## config.mk

```make
export PLATFORM = sky130hd
export DESIGN_NAME = sfu_acc_bank
export DESIGN_NICKNAME = d
export VERILOG_FILES = /design/src/rtl/sfu_acc_bank.sv
export SDC_FILE = /design/constraint.sdc
export NUM_CORES = 2
export LEC_CHECK = 0
export CAP_MARGIN = 30
export CORE_MARGIN = 2
export CORE_UTILIZATION = 35
export DETAILED_ROUTE_END_ITERATION = 7
export GPL_ROUTABILITY_DRIVEN = 0
export GPL_TIMING_DRIVEN = 0
export PLACE_DENSITY = 0.59
export SLEW_MARGIN = 20
export SYNTH_ARGS = -nofsm -noshare
export SYNTH_HDL_FRONTEND = slang
export SYNTH_SLANG_ARGS = --single-unit
```

## constraint.sdc

```tcl
create_clock -name clk -period 14.7 [get_ports clk]
set_clock_uncertainty 0.15 [all_clocks]
set_input_delay 2.205 -clock clk [delete_from_list [all_inputs] [get_ports clk]]
set_output_delay 2.205 -clock clk [all_outputs]
set_load 0.05 [all_outputs]
```

## src/rtl/sfu_acc_bank.sv

```systemverilog
// Multi-address, multi-lane psum accumulator bank with saturation, optional ReLU
// on the final pass and valid/ready handshakes on both the psum and result sides.
module sfu_acc_bank #(
    parameter int psum_bw = 16,
    parameter int col     = 8,
    parameter int depth   = 16,
    parameter int addr_bw = 4
) (
    input  logic                     clk,
    input  logic                     reset,
    input  logic                     in_valid,
    output logic                     in_ready,
    input  logic [col*psum_bw-1:0]   in_data,
    input  logic [addr_bw-1:0]       in_addr,
    input  logic                     in_first,
    input  logic                     in_last,
    input  logic                     relu_en,
    output logic                     out_valid,
    input  logic                     out_ready,
    output logic [col*psum_bw-1:0]   out_data,
    output logic [addr_bw-1:0]       out_addr,
    output logic                     err
);

    typedef enum logic {EMPTY = 1'b0, FULL = 1'b1} state_t;

    localparam logic signed [psum_bw-1:0] SAT_MAX = {1'b0, {(psum_bw-1){1'b1}}};
    localparam logic signed [psum_bw-1:0] SAT_MIN = {1'b1, {(psum_bw-1){1'b0}}};

    function automatic logic signed [psum_bw-1:0] sat_psum(input logic signed [psum_bw:0] v);
        if (v[psum_bw] != v[psum_bw-1])
            sat_psum = v[psum_bw] ? SAT_MIN : SAT_MAX;
        else
            sat_psum = v[psum_bw-1:0];
    endfunction

    function automatic logic signed [psum_bw-1:0] relu(input logic signed [psum_bw-1:0] v);
        relu = v[psum_bw-1] ? '0 : v;
    endfunction

    logic signed [psum_bw-1:0] acc [depth][col];
    logic [depth-1:0]          live_p1;
    logic                      err_p1;
    state_t                    state_p1;
    state_t                    state_nxt;
    logic                      vld_p1;
    logic [col*psum_bw-1:0]    out_data_p1;
    logic [addr_bw-1:0]        out_addr_p1;

    logic                      accept_p0;
    logic                      base_zero_p0;
    logic                      miss_p0;
    logic signed [psum_bw-1:0] sat_p0 [col];
    logic [col*psum_bw-1:0]    res_flat_p0;

    assign in_ready     = reset && (!vld_p1 || out_ready);
    assign accept_p0    = in_valid && in_ready;
    assign miss_p0      = !live_p1[in_addr];
    assign base_zero_p0 = in_first || miss_p0;

    // Stage p0: combinational read-modify of the addressed entry, so back-to-back
    // beats to one address see the previous edge's write without a bubble.
    always_comb begin
        logic signed [psum_bw-1:0] base;
        logic signed [psum_bw-1:0] lane_in;
        logic signed [psum_bw:0]   sum;
        base        = '0;
        lane_in     = '0;
        sum         = '0;
        res_flat_p0 = '0;
        for (int i = 0; i < col; i++) begin
            lane_in   = in_data[psum_bw*i +: psum_bw];
            base      = base_zero_p0 ? '0 : acc[in_addr][i];
            sum       = {base[psum_bw-1], base} + {lane_in[psum_bw-1], lane_in};
            sat_p0[i] = sat_psum(sum);
            res_flat_p0[psum_bw*i +: psum_bw] = relu_en ? relu(sat_p0[i]) : sat_p0[i];
        end
    end

    // Stage p1: accumulator write-back (data only, never reset).
    always_ff @(posedge clk) begin
        if (accept_p0) begin
            for (int i = 0; i < col; i++)
                acc[in_addr][i] <= sat_p0[i];
        end
    end

    always_ff @(posedge clk) begin
        if (!reset) begin
            live_p1 <= '0;
            err_p1  <= 1'b0;
        end else if (accept_p0) begin
            live_p1[in_addr] <= !in_last;
            if (!in_first && miss_p0)
                err_p1 <= 1'b1;
        end
    end

    // Output register FSM: state register.
    always_ff @(posedge clk) begin
        if (!reset)
            state_p1 <= EMPTY;
        else
            state_p1 <= state_nxt;
    end

    always_comb begin
        state_nxt = state_p1;
        case (state_p1)
            EMPTY: if (accept_p0 && in_last) state_nxt = FULL;
            FULL:  if (out_ready && !(accept_p0 && in_last)) state_nxt = EMPTY;
            default: state_nxt = EMPTY;
        endcase
    end

    always_comb begin
        vld_p1 = (state_p1 == FULL);
    end

    // A retiring beat is only accepted when the register is empty or draining,
    // so loading here never overwrites an unconsumed result.
    always_ff @(posedge clk) begin
        if (!reset) begin
            out_data_p1 <= '0;
            out_addr_p1 <= '0;
        end else if (accept_p0 && in_last) begin
            out_data_p1 <= res_flat_p0;
            out_addr_p1 <= in_addr;
        end
    end

    assign out_valid = vld_p1;
    assign out_data  = out_data_p1;
    assign out_addr  = out_addr_p1;
    assign err       = err_p1;

endmodule

```

==> results.py <==
metrics = {
    "layout": {
        "final_util_pct": 42.6,
        "drive_above_1_share_pct": 26.2,
        "n_fill_cell": 22300,
        "regArea_um2": 64500,
        "nets": 5706,
        "area_growth_pct": 20.9,
        "multi_input_area_um2": 25000,
        "final_cells": 9022,
    },
    "yosys": {
        "avgSynthCellArea_um2": 19.5,
        "ys_async_sr_fraction_pct": 0,
        "netlist_area_um2": 90600,
        "synth-edff-count": 2048,
        "yosys-top-cells-area": "edfxtp_1, mux4_2, dfxtp_1",
        "synth_top_area_share_pct": 67.9,
        "ys_ff_latch": 2198,
        "synth_cell_types": 91,
        "yosysMostFrequentCell": "edfxtp_1",
        "yosysWarnings": 0,
        "seq_area_frac_synth_pct": 71.2,
        "synth_top_cell_by_area": "edfxtp_1",
        "netlist_top_cells_count": "edfxtp_1, mux4_2, nand2_1",
        "ys.flop_type": "edfxtp_1",
        "syn_nets": 4932,
        "syn_inst": 4657,
    },
    "timing": {
        "period_share_pct": 57.6,
        "tightest_slew_ps": 1060,
        "fin_crit_ps": 8470,
        "finalWorstSetupSlack_ps": 6230,
        "final-max-slew-violation-count": 0,
        "setup_violations": 0,
        "fmax_mhz": 118,
        "finalHoldViolCount": 0,
        "fin_tns_setup_ps": 0,
        "rsz0062_at_grt": "no",
        "maxSlewHeadroom_pct": 29.2,
    },
    "floorplan": {
        "boundaryPins": 274,
        "start_util_pct": 35.2,
        "num_rows": 186,
        "design.die.area_um2": 263000,
        "die_y_um": 513,
        "core-area_um2": 257000,
        "die_w_um": 513,
    },
    "clock_network": {
        "post_cts_buffers": 0,
        "hold_buffers": 0,
        "clockBufferDepth": 3,
        "postCtsResizedCells": 0,
        "clock_sinks": 2198,
        "clkTransAtPathRegs_ps": 60,
        "clk_latency_ps": 870,
        "cts_made_buffers": 224,
        "root_buffer": "clkbuf_16",
        "cts_tree": "built",
        "htreeDepth": 4,
    },
    "setup_path": {
        "worstPathRequired_ps": 15340,
        "worst_setup_path_start_kind": "input pin",
        "path_max_fanout": 19,
        "crit_arrival_ps": 9110,
        "crit_type": "input pin to flop",
        "endpoint_kind": "flop",
    },
    "global_route": {
        "grt_start_max_net_pins": 20,
        "grt_pass1_vias": 49900,
        "grt_pass1_wl_um": 377000,
        "antenna_found_initial": 14,
        "track_usage_pct": 20.2,
        "gr-total-overflow": 0,
    },
    "route": {
        "initialDrtViolationCount": 6135,
        "avgRoutedWirePerCell_um": 29.9,
        "wl_um": 269000,
        "drtAntennaViolNets": 0,
        "avgViaCountPerCell": 5.55,
        "first_pass_iters": 5,
        "vias": 50100,
        "drc": 0,
    },
    "worst_hold_path": {
        "min_path_type": "flop to flop",
    },
    "pwr": {
        "p_leak_nw": 36.0,
        "p_per_area_nw_per_um2": 126,
        "ir_worst_vdd_mv": 0.137,
    },
    "placed_design": {
        "dp_cells": 8562,
        "place_hpwl_um": 185000,
        "pre_cts_slack_ps": 5360,
        "portBuffers": 268,
    },
    "run_status": {
        "outcome": "completed",
    },
    "run": {
        "drv_cap": 0,
    },
}
-- placed cells by master (no fill, tap or decap), drive strengths merged, types with 94 or more instances in the layout --
cell,Yosys,final
edfxtp,2048,2048
mux4,637,637
clkbuf,133,412
buf,102,382
clkdlybuf4s50,0,268
nand2,193,193
o21ai,183,183
nor2,173,173
nor2b,155,155
dfxtp,150,150
ha,128,128
a21oi,121,121
clkinv,0,94
-- layer usage --
metal	part of all wire [%]	global-route usage (%)
met1	41	27.8
met2	48	32.6
met3	8.2	4.13
met4	2.7	5.76
met5	0.021	0
-- critical path, stage by stage --
cell      delay, ps
buf_2           230
buf_2           520
clkbuf_2        640
clkbuf_1        720
mux4_2          370
mux4_2          250
nor2b_1         450
ha_1            320
inv_1            70
fa_1            410
nand2b_1        180
a21oi_1         290
a41oi_1         290
o21a_1          290
or2_1           500
a21oi_1         650
nand2b_1        250
buf_2           240
o21ai_0         170
-- power breakdown --
group          switching, mW  internal, mW  total [mW]
logic                  0.647         0.395        1.04
registers             0.0310          6.97        7.00
clock network           2.47          3.30        5.77
-- state kept, by name (all words and copies together) (netlist names) --
name	cells
out_addr	4
out_data	128
live_p1	16
err	1
acc	2048
out_valid	1
-- path summary, 6_finish.rpt --
kind	from	endpoint	cells after the start	slack [ps]
worst min register to register	out_data[25]	out_data[25]	2	290
worst min-delay path	out_data[25]	out_data[25]	2	290
worst max-delay path	in_addr[1]	out_data[117]	19	6230
worst max register to register	live_p1[3]	acc[4][59]	18	8060
-- final cells by class --
type | count | area share (%)
clock buffers | 279 | 5.44
clock inverters | 145 | 1.32
inverters | 58 | 0.199
well taps | 3384 | 3.86
plain buffers | 235 | 1.03
multi-input cells | 2166 | 22.8
repair buffers | 548 | 6.46
flip-flops and latches | 2198 | 58.9
diodes | 9 | 0.0206
-- kinds of logic (layout without fill, tap and decap cells) --
logic type | Yosys count | after routing | synth area share, %
flip-flops | 2198 | 2198 | 71.2
multiplexers | 647 | 647 | 15.9
AND/OR/NAND/NOR | 638 | 638 | 3.41
AO/OA/AOI/OAI | 586 | 586 | 4.37
buffers and inverters | 293 | 1265 | 1.45
adder cells (fa/ha/maj) | 200 | 200 | 2.67
XOR/XNOR | 95 | 95 | 0.997
other | 0 | 9 | 0
-- through the flow --
stage	hold WS, ps	instance area [um^2]	total power [mW]
global route	314	110000	14.2
floorplan	317	90600	7.73
CTS	299	109000	13.9
detailed placement	290	102000	8.17
global placement	286	97500	8.13
finish	295	110000	13.8
Power figures use the tool's default switching activity.
